File: src/rtl/cache_assoc.sv
// N-way set-associative, write-back, write-allocate cache with age-based LRU.
// Processor side: word-addressed read/write with combinational stall.
// Memory side: block-wide read/write with a single-cycle ready handshake.
// Handshake: the processor holds its request, address and write data while
// proc_stall=1; the cache holds mem_read/mem_write, mem_addr and mem_wdata
// until mem_ready=1 is sampled at a clock edge, then drops them next cycle.
module cache_assoc #(
  parameter int WAYS        = 2,
  parameter int SETS        = 8,
  parameter int BLOCK_WORDS = 4,
  localparam int OFF_W = $clog2(BLOCK_WORDS),
  localparam int IDX_W = $clog2(SETS),
  localparam int TAG_W = 30 - IDX_W - OFF_W
) (
  input  logic                      clk,
  input  logic                      rst_n,
  input  logic                      proc_read,
  input  logic                      proc_write,
  input  logic [29:0]               proc_addr,
  input  logic [31:0]               proc_wdata,
  output logic [31:0]               proc_rdata,
  output logic                      proc_stall,
  output logic                      mem_read,
  output logic                      mem_write,
  output logic [29-OFF_W:0]         mem_addr,
  output logic [32*BLOCK_WORDS-1:0] mem_wdata,
  input  logic [32*BLOCK_WORDS-1:0] mem_rdata,
  input  logic                      mem_ready
);

  // Age and way-index width; a 1-way cache still keeps a 1-bit (always 0) age.
  localparam int AGE_W = (WAYS > 1) ? $clog2(WAYS) : 1;
  localparam int BLK_W = 30 - OFF_W;

  typedef enum logic [1:0] {COMPARE, WRITEBACK, ALLOCATE} state_t;

  state_t state_q, state_d;

  logic [31:0]      data_q  [WAYS][SETS][BLOCK_WORDS];
  logic [TAG_W-1:0] tag_q   [WAYS][SETS];
  logic [WAYS-1:0]  valid_q [SETS];
  logic [WAYS-1:0]  dirty_q [SETS];
  logic [AGE_W-1:0] age_q   [WAYS][SETS];

  // Victim way and missing block address, captured when a miss is detected
  // so the memory transaction stays consistent even if the request drops.
  logic [AGE_W-1:0] vic_q;
  logic [BLK_W-1:0] blk_q;

  logic             req;
  logic [TAG_W-1:0] tag_f;
  logic [IDX_W-1:0] idx_f;
  logic [OFF_W-1:0] off_f;
  logic [IDX_W-1:0] blk_idx;
  logic [TAG_W-1:0] blk_tag;
  logic             hit;
  logic [AGE_W-1:0] hit_way;
  logic [AGE_W-1:0] victim;

  assign req     = proc_read | proc_write;
  assign tag_f   = proc_addr[29 -: TAG_W];
  assign idx_f   = proc_addr[OFF_W +: IDX_W];
  assign off_f   = proc_addr[OFF_W-1:0];
  assign blk_idx = blk_q[IDX_W-1:0];
  assign blk_tag = blk_q[BLK_W-1 -: TAG_W];

  // Tag compare across all ways of the addressed set.
  always_comb begin
    hit     = 1'b0;
    hit_way = '0;
    for (int w = 0; w < WAYS; w++) begin
      if (valid_q[idx_f][w] && (tag_q[w][idx_f] == tag_f)) begin
        hit     = 1'b1;
        hit_way = AGE_W'(w);
      end
    end
  end

  // Victim: lowest-index invalid way, otherwise the oldest (LRU) way.
  always_comb begin
    victim = '0;
    for (int w = 0; w < WAYS; w++) begin
      if (age_q[w][idx_f] == AGE_W'(WAYS - 1)) victim = AGE_W'(w);
    end
    for (int w = WAYS - 1; w >= 0; w--) begin
      if (!valid_q[idx_f][w]) victim = AGE_W'(w);
    end
  end

  // FSM state register.
  always_ff @(posedge clk or negedge rst_n) begin
    if (!rst_n) state_q <= COMPARE;
    else        state_q <= state_d;
  end

  // Next state and all outputs; outputs are held quiet while reset is low.
  always_comb begin
    state_d    = state_q;
    proc_stall = 1'b0;
    proc_rdata = '0;
    mem_read   = 1'b0;
    mem_write  = 1'b0;
    mem_addr   = '0;
    mem_wdata  = '0;
    case (state_q)
      COMPARE: begin
        if (req && hit) begin
          proc_rdata = data_q[hit_way][idx_f][off_f];
        end else if (req && rst_n) begin
          proc_stall = 1'b1;
          state_d    = (valid_q[idx_f][victim] && dirty_q[idx_f][victim])
                       ? WRITEBACK : ALLOCATE;
        end
      end
      WRITEBACK: begin
        proc_stall = 1'b1;
        mem_write  = 1'b1;
        mem_addr   = {tag_q[vic_q][blk_idx], blk_idx};
        for (int k = 0; k < BLOCK_WORDS; k++) begin
          mem_wdata[32*k +: 32] = data_q[vic_q][blk_idx][k];
        end
        if (mem_ready) state_d = req ? ALLOCATE : COMPARE;
      end
      ALLOCATE: begin
        proc_stall = 1'b1;
        mem_read   = 1'b1;
        mem_addr   = blk_q;
        if (mem_ready) state_d = COMPARE;
      end
      default: state_d = COMPARE;
    endcase
  end

  // Capture victim and block address on the miss cycle.
  always_ff @(posedge clk or negedge rst_n) begin
    if (!rst_n) begin
      vic_q <= '0;
      blk_q <= '0;
    end else if (state_q == COMPARE && req && !hit) begin
      vic_q <= victim;
      blk_q <= proc_addr[29:OFF_W];
    end
  end

  // Valid, dirty and LRU age bookkeeping.
  always_ff @(posedge clk or negedge rst_n) begin
    if (!rst_n) begin
      for (int s = 0; s < SETS; s++) begin
        valid_q[s] <= '0;
        dirty_q[s] <= '0;
        for (int w = 0; w < WAYS; w++) age_q[w][s] <= AGE_W'(w);
      end
    end else begin
      case (state_q)
        COMPARE: begin
          if (req && hit) begin
            if (proc_write) dirty_q[idx_f][hit_way] <= 1'b1;
            for (int w = 0; w < WAYS; w++) begin
              if (AGE_W'(w) == hit_way) age_q[w][idx_f] <= '0;
              else if (age_q[w][idx_f] < age_q[hit_way][idx_f])
                age_q[w][idx_f] <= age_q[w][idx_f] + 1'b1;
            end
          end
        end
        WRITEBACK: if (mem_ready) dirty_q[blk_idx][vic_q] <= 1'b0;
        ALLOCATE: begin
          if (mem_ready) begin
            valid_q[blk_idx][vic_q] <= 1'b1;
            dirty_q[blk_idx][vic_q] <= 1'b0;
          end
        end
        default: ;
      endcase
    end
  end

  // Data and tag arrays: write hits merge a word, fills replace the block.
  always_ff @(posedge clk) begin
    if (state_q == COMPARE && proc_write && hit) begin
      data_q[hit_way][idx_f][off_f] <= proc_wdata;
    end else if (state_q == ALLOCATE && mem_ready) begin
      tag_q[vic_q][blk_idx] <= blk_tag;
      for (int k = 0; k < BLOCK_WORDS; k++) begin
        data_q[vic_q][blk_idx][k] <= mem_rdata[32*k +: 32];
      end
    end
  end

endmodule

File: config.mk
export PLATFORM = sky130hd
export DESIGN_NAME = cache_assoc
export DESIGN_NICKNAME = d
export VERILOG_FILES = /design/src/rtl/cache_assoc.sv
export SDC_FILE = /design/constraint.sdc
export NUM_CORES = 2
export LEC_CHECK = 0
export BUFFER_PORTS_ARGS = -buffer_cell sky130_fd_sc_hd__buf_2
export CORE_UTILIZATION = 45
export CTS_BUF_LIST = sky130_fd_sc_hd__clkbuf_4
export DETAILED_ROUTE_END_ITERATION = 10
export MAX_ROUTING_LAYER = met4
export PLACE_DENSITY = 0.59
export SYNTH_ARGS = -nofsm -noshare
export SYNTH_HDL_FRONTEND = slang
export SYNTH_SLANG_ARGS = --single-unit
File: constraint.sdc
create_clock -name clk -period 6.98 [get_ports clk]
set_input_delay 1.047 -clock clk [delete_from_list [all_inputs] [get_ports clk]]
set_output_delay 1.047 -clock clk [all_outputs]
set_load 0.005 [all_outputs]
==> Word-level counts from Yosys, hierarchy flattened <==
Memories as Yosys holds them, arrays and structs flattened.
Index checks and enable logic that the tools add are counted.
{ "word_totals": {"register_bits": 79, "ram_bits": 2448, "inputBits": 195, "out_inout_bits": 191, "wordCells": 6355, "memories": 2} }
{ "classes": {"add_sub_neg": 2, "magnitude_cmp": 14, "n_eq_ne": 12, "mux": 3180, "n_bitwise": 3084, "n_reduce_logical": 26} }
{ "mem_list": {"columns": ["name", "depth", "word_bits", "rd", "rd_clocked_by_memory_dff", "write_ports", "line_no", "rtl"], "rows": [
  ["data_q", 2, 1024, 2, 0, 1, "39", "logic [31:0] data_q [WAYS][SETS][BLOCK_WORDS];"],
  ["tag_q", 2, 200, 3, 0, 1, "40", "logic [TAG_W-1:0] tag_q [WAYS][SETS];"]
]} }
{ "ops": {"columns": ["op", "count"], "rows": [
  ["1024-bit two-way mux", 7],
  ["1-bit two-way mux", 3099],
  ["1-bit bitwise OR", 3073],
  ["128-bit demux with 3-bit select", 5],
  ["1024-bit OR reduction", 1],
  ["128-bit two-way mux", 7],
  ["128-bit binary-select mux with 3-bit select", 2],
  ["25-bit binary-select mux with 3-bit select", 3],
  ["200-bit two-way mux", 1],
  ["32-bit two-way mux", 6],
  ["25-bit two-way mux", 7],
  ["96-bit two-way mux", 1],
  ["25-bit demux with 3-bit select", 1],
  ["32-bit binary-select mux with 2-bit select", 1],
  ["32-bit demux with 2-bit select", 1],
  ["64-bit two-way mux", 1],
  ["8-bit two-way mux", 7],
  ["28-bit case mux with 2 select lines", 1],
  ["25-bit == test", 2],
  ["16-bit two-way mux", 3],
  ["16-bit bitwise OR", 2],
  ["16-bit case mux with 2 select lines", 1],
  ["2-bit two-way mux", 12],
  ["16-bit bitwise AND", 1],
  ["other kinds (35)", 73]
]} }

==> Longest topological paths before layout <==
{ "logic_depth": {"word_depth": 17, "mapped_depth": 22, "ltp_nobuf": 11} }

==> Least setup slack after synthesis <==
Ideal clock, no wire load.
{ "synth_path": {"path_kind": "in2reg", "startpoint": "in proc_addr[2]", "endpoint": "mem data_q[1][224] (netlist name), enable pin", "setup_time_ps": 466, "arrival_ps": 6553, "t_required_ps": 6514, "slack_ps": -38, "stages": 16, "n_path_buf": 7, "cell_sequence": "buf_6 buf_2 mux4_2 mux2i_1 xor2_1 o21ai_1 or4_4 or3_1 buf_2 buf_6 buf_6 buf_2 buf_2 nor2_2 nand2_1 o21ai_0"} }
{ "synth_between": {"elab_chain_cells": 16, "elab_cells_between_ends": 3105, "classes_between": "2 x order compare; 2 x eq/ne; 23 x mux; 3073 x bitwise; 5 x reduce/logical"} }
{ "synth_lines": {"columns": ["item", "line_no", "rtl"], "rows": [
  ["start, declared", "19", "input logic [29:0] proc_addr,"],
  ["3-bit NOT with 4-bit output (not written as such) (*)", "72, 180", null],
  ["25-bit binary-select mux with 3-bit select", "72", "if (valid_q[idx_f][w] && (tag_q[w][idx_f] == tag_f)) begin"],
  ["25-bit two-way mux (not written as such) (2 in series)", "72", null],
  ["25-bit == test", "72", null],
  ["1-bit logical AND", "72", null],
  ["1-bit two-way mux (2 in series)", "72", null],
  ["1-bit logical AND", "179", "if (state_q == COMPARE && proc_write && hit) begin"],
  ["1-bit two-way mux", "179", null],
  ["1024-bit two-way mux (not written as such)", "184", "data_q[vic_q][blk_idx][k] <= mem_rdata[32*k +: 32];"],
  ["1-bit bitwise OR (no source line) (3 in series)", null, null],
  ["1024-bit OR reduction (no source line)", null, null],
  ["1-bit two-way mux (no source line) / 1024-bit two-way mux (equally long branches)", null, null],
  ["end, declared", "39", null]
]} }
Every way passes the cells marked *; elsewhere a longest branch is shown, timed or not. The select of a mux whose other input is x is not followed.

==> Final worst setup path <==
{ "layout_path": {"startpoint": "in proc_addr[3]", "endpoint": "out proc_rdata[2]"} }
{ "layout_between": {"elab_chain_cells": 16, "elab_cells_between_ends": 27, "classes_between": "2 x eq/ne; 20 x mux; 1 x bitwise; 3 x reduce/logical; 1 x memory"} }
{ "layout_lines": {"columns": ["item", "line_no", "rtl"], "rows": [
  ["3-bit NOT with 4-bit output (not written as such) (*)", "72, 108", null],
  ["25-bit binary-select mux with 3-bit select", "72", null],
  ["25-bit two-way mux (not written as such) (2 in series)", "72", null],
  ["25-bit == test", "72", null],
  ["1-bit logical AND", "72", null],
  ["1-bit two-way mux", "72", null],
  ["memory 2 x 1024 bit", null, null],
  ["128-bit binary-select mux with 3-bit select", "108", "proc_rdata = data_q[hit_way][idx_f][off_f];"],
  ["128-bit two-way mux (not written as such) (2 in series)", "108", null],
  ["32-bit binary-select mux with 2-bit select", "108", null],
  ["32-bit two-way mux (not written as such) (2 in series)", "108", null],
  ["32-bit two-way mux (*)", "107", "if (req && hit) begin"],
  ["32-bit two-way mux (*)", "105", "case (state_q)"],
  ["end, declared", "21", "output logic [31:0] proc_rdata,"]
]} }
Marks and branches as above.

==> impl_metrics.py <==
metrics = {
    "outcome": {
        "outcome": "complete, but fails checks",
        "violations": "max-capacitance violations, max-slew violations, negative setup slack",
    },
    "worst_setup_path": {
        "startpoint_type": "input port",
        "critPathSlowestCell": "nor4_4",
        "cpMostUsedCell": "buf_4",
        "cp_num_buf_inv": 6,
        "crit_fanout": 23,
        "path_cells": "buf_6 -> buf_4 -> nor3b_2 -> buf_4 -> a22oi_1 -> and4_1 -> xnor2_1 -> nor4_1 -> buf_4 -> nand4_1 -> o31a_2 -> buf_12 -> a41o_1 -> nor4_4 -> and3_4 -> buf_6",
        "ff2ff_path_depth": 18,
        "required_ps": 5930,
        "max_stage_delay_ps": 730,
        "endpoint_kind": "primary output",
        "cp_top_family": "simple AND/OR/NAND/NOR gates",
        "path_class": "input port to primary output",
        "r2r_start": "tag_q[1][144]",
        "cp_data_arrival_time_ps": 6310,
        "r2r_slack_ps": 1250,
        "r2r-end": "data_q[0][913]",
    },
    "cells_and_area": {
        "layout_common_cells": "edfxtp_1 (2448), nand2_1 (1828), a21oi_1 (1071)",
        "post-route-util": 0.535,
        "fill_cells": 23900,
        "drive_gt1_frac": 0.278,
        "final_common_cell": "edfxtp_1",
        "fin_nets": 11100,
        "syn_to_final_growth_pct": 18.1,
    },
    "clock_network": {
        "clock_latency_ps": 1740,
        "clkTransAtPathRegs_ps": 60,
        "cts-buffers-inserted": 681,
        "htree_levels": 6,
        "cts_sinks": 2527,
        "clockRootBuffer": "clkbuf_4",
        "cts_buffer_depth": 4,
        "cts_tree": "done",
    },
    "route": {
        "via_per_inst": 7.07,
        "drtAntennaViolNets": 0,
        "firstDrtPassIters": 9,
        "drtIter0Drc": 20300,
        "routed_wl_um": 625000,
        "vias": 108000,
        "wl_per_cell_um": 40.9,
        "drcViolationCount": 0,
    },
    "timing": {
        "slew_headroom": -0.0357,
        "fin_crit_sh": 1.05,
        "period_minus_slack_ps": 7350,
        "finalHoldViolations": 0,
        "rsz0062_at_grt": "yes",
        "slew_violations": 5,
        "fmax_mhz": 136,
        "tightest_slew_ps": 1550,
        "fin_skew_ps": 135,
        "worst_slack_ps": -374,
        "setup_viol": 37,
    },
    "pwr": {
        "leakagePower_nw": 51.3,
        "peakVddDrop_mv": 0.370,
        "power.density_nw_per_um2": 352,
    },
    "die": {
        "rows": 195,
        "die-height_um": 536,
        "start_util": 0.453,
        "core_um2": 283000,
        "die_area_um2": 287000,
        "io_pins": 386,
        "die_x_um": 536,
    },
    "synthesis": {
        "muxShareOfSynthArea": 0.181,
        "synth_top_family_by_area": "multiplexers",
        "syn_avg_cell_area_um2": 12.9,
        "yosysWarningCount": 0,
        "synth_xor_area_frac": 0.00219,
        "netlist_area_um2": 128000,
        "syn_nets": 10100,
        "synth_compound_area_frac": 0.103,
        "synth_cells": 9896,
        "synth_flop_cell": "edfxtp_1",
        "ys_seq_area_frac": 0.589,
        "async_reset_ff_frac": 0.0313,
        "synthDistinctLibCells": 88,
        "synth_fa_ha_area_frac": 0.000391,
        "synth_edf_count": 2448,
        "yosys.area_share.simple": 0.0892,
        "ys_ff_latch": 2527,
    },
    "hold_path": {
        "whs_endpoint": "data_q[0][686]",
        "hold_start": "proc_wdata[14]",
        "min_path_type": "input port to flip-flop",
        "hold_path_depth": 4,
    },
    "global_routing": {
        "grt.overflow.total": 0,
        "grt_max_degree": 113,
        "grt_pass1_wl_um": 836000,
        "grt_pass1_vias": 102000,
        "grt_usage": 0.439,
        "grt_antenna_before_repair": 65,
    },
    "place": {
        "dp_hpwl_um": 379000,
        "post-place-ws_ps": -514,
        "place_congestion": 0.990,
        "io_buffers": 385,
    },
    "run": {
        "max_cap_violations": 1,
    },
}
-- flip-flops by register name, indices dropped and copies added (netlist names) --
name and flops:
age_q 16, blk_q 28, data_q 2048, dirty_q 16
state_q 2, tag_q 400, valid_q 16, vic_q 1
-- layout make-up --
cell class                      instances  area, um2  share of cell area
Antenna cell                           78        195             0.00129
Multi-Input combinational cell       6401      50200               0.332
Clock inverter                        247       1550              0.0102
Inverter                               26       97.6            0.000645
Timing Repair Buffer                 1304      11900              0.0788
Tap cell                             3743       4680              0.0310
Sequential cell                      2527      75500               0.499
Clock buffer                          951       7140              0.0472
-- layer usage --
metal,track usage,vias up,part of all wire
met5,-,-,0
met2,0.607,10700,0.42
li1,-,41000,-
met3,0.156,2578,0.17
met1,0.538,53700,0.33
met4,0.299,0,0.081
-- through the flow --
stage / total power [W] / cells / instance area [um2] / setup TNS (ps) / hold WS, ps
5_1_grt: 0.0541 / 15300 / 151000 / -10770 / 52.1
6_report: 0.0533 / 15300 / 151000 / -8310 / 36.5
3_5_place_dp: 0.0386 / 13700 / 138000 / -1480 / 456
4_1_cts: 0.0522 / 15200 / 150000 / -9410 / 0.352
3_3_place_gp: 0.0384 / 13700 / 138000 / -1430 / 453
2_1_floorplan: 0.0307 / 9896 / 128000 / -11140 / 438
-- worst max-delay path by stage --
stage	startpoint	endpoint	slack, ps	cells past startpoint
after floorplan	proc_addr[2]	data_q[1][100]	-30	16
after global placement	proc_addr[2]	proc_rdata[25]	-480	17
after detailed placement	proc_addr[2]	proc_rdata[25]	-510	17
after CTS	tag_q[1][189]	proc_rdata[10]	-370	16
after global routing	tag_q[1][44]	proc_rdata[2]	-400	17
final	proc_addr[3]	proc_rdata[2]	-370	16
-- cell families after synthesis --
group                      Yosys count
and+or+nand+nor                   2673
adders and majority gates            4
DFF                               2527
AOI/OAI and AO/OA                 2174
buffers and inverters              968
xor gates and xnor gates            32
muxes                             1518
-- report_power, final --
part	internal [W]	total, W	switching (W)
sequential	0.0192	0.0202	0.000973
combinational	0.00643	0.0194	0.0130
clock	0.00691	0.0137	0.00679
-- worst register-to-register path: stages (launching register included) --
cell,delay (ps)
edfxtp_1,420
mux4_2,480
mux2i_1,190
xor2_1,170
buf_4,160
nand4_1,140
buf_4,170
buf_4,120
buf_4,140
nor4bb_4,330
buf_4,180
buf_4,110
nand3_4,100
o21a_1,200
nor2_1,220
nand2_2,350
buf_4,390
o21ai_4,1050
buf_4,440
-- synthesized netlist by cell type, types with 28 or more instances --
master,instances,area share
nand4_1,72,0.0035
and2_1,54,0.0026
mux4_2,625,0.11
mux2i_1,783,0.061
o21ai_1,35,0.0014
buf_6,42,0.0037
o22ai_1,289,0.014
dfrtp_1,71,0.014
nand3_1,373,0.015
o31a_1,66,0.0045
mux2_2,106,0.0093
edfxtp_1,2448,0.57
a221oi_1,39,0.0027
buf_4,35,0.0021
clkbuf_1,504,0.015
nand2_1,1849,0.054
a31oi_1,58,0.0028
buf_2,131,0.0051
buf_1,216,0.0063
o31ai_1,28,0.0016
a32oi_1,34,0.0023
nor2_2,28,0.0014
nor3_1,33,0.0013
nor2b_1,78,0.0038
a21oi_1,1079,0.042
a22oi_1,146,0.0086
o21ai_0,131,0.0051
nor2_1,96,0.0028
a22o_1,39,0.0027
-- what timing repair did --
action                                 4_1_cts  5_1_grt
cloned                                      17        4
hold buffers                               180        0
endpoints found under the hold margin     1636        0
pin swaps                                   50       55
resized for setup                          191       99
setup endpoints to repair                   32       32
buffers inserted                            39       37
Note: power is estimated with default switching activity, not from simulation.
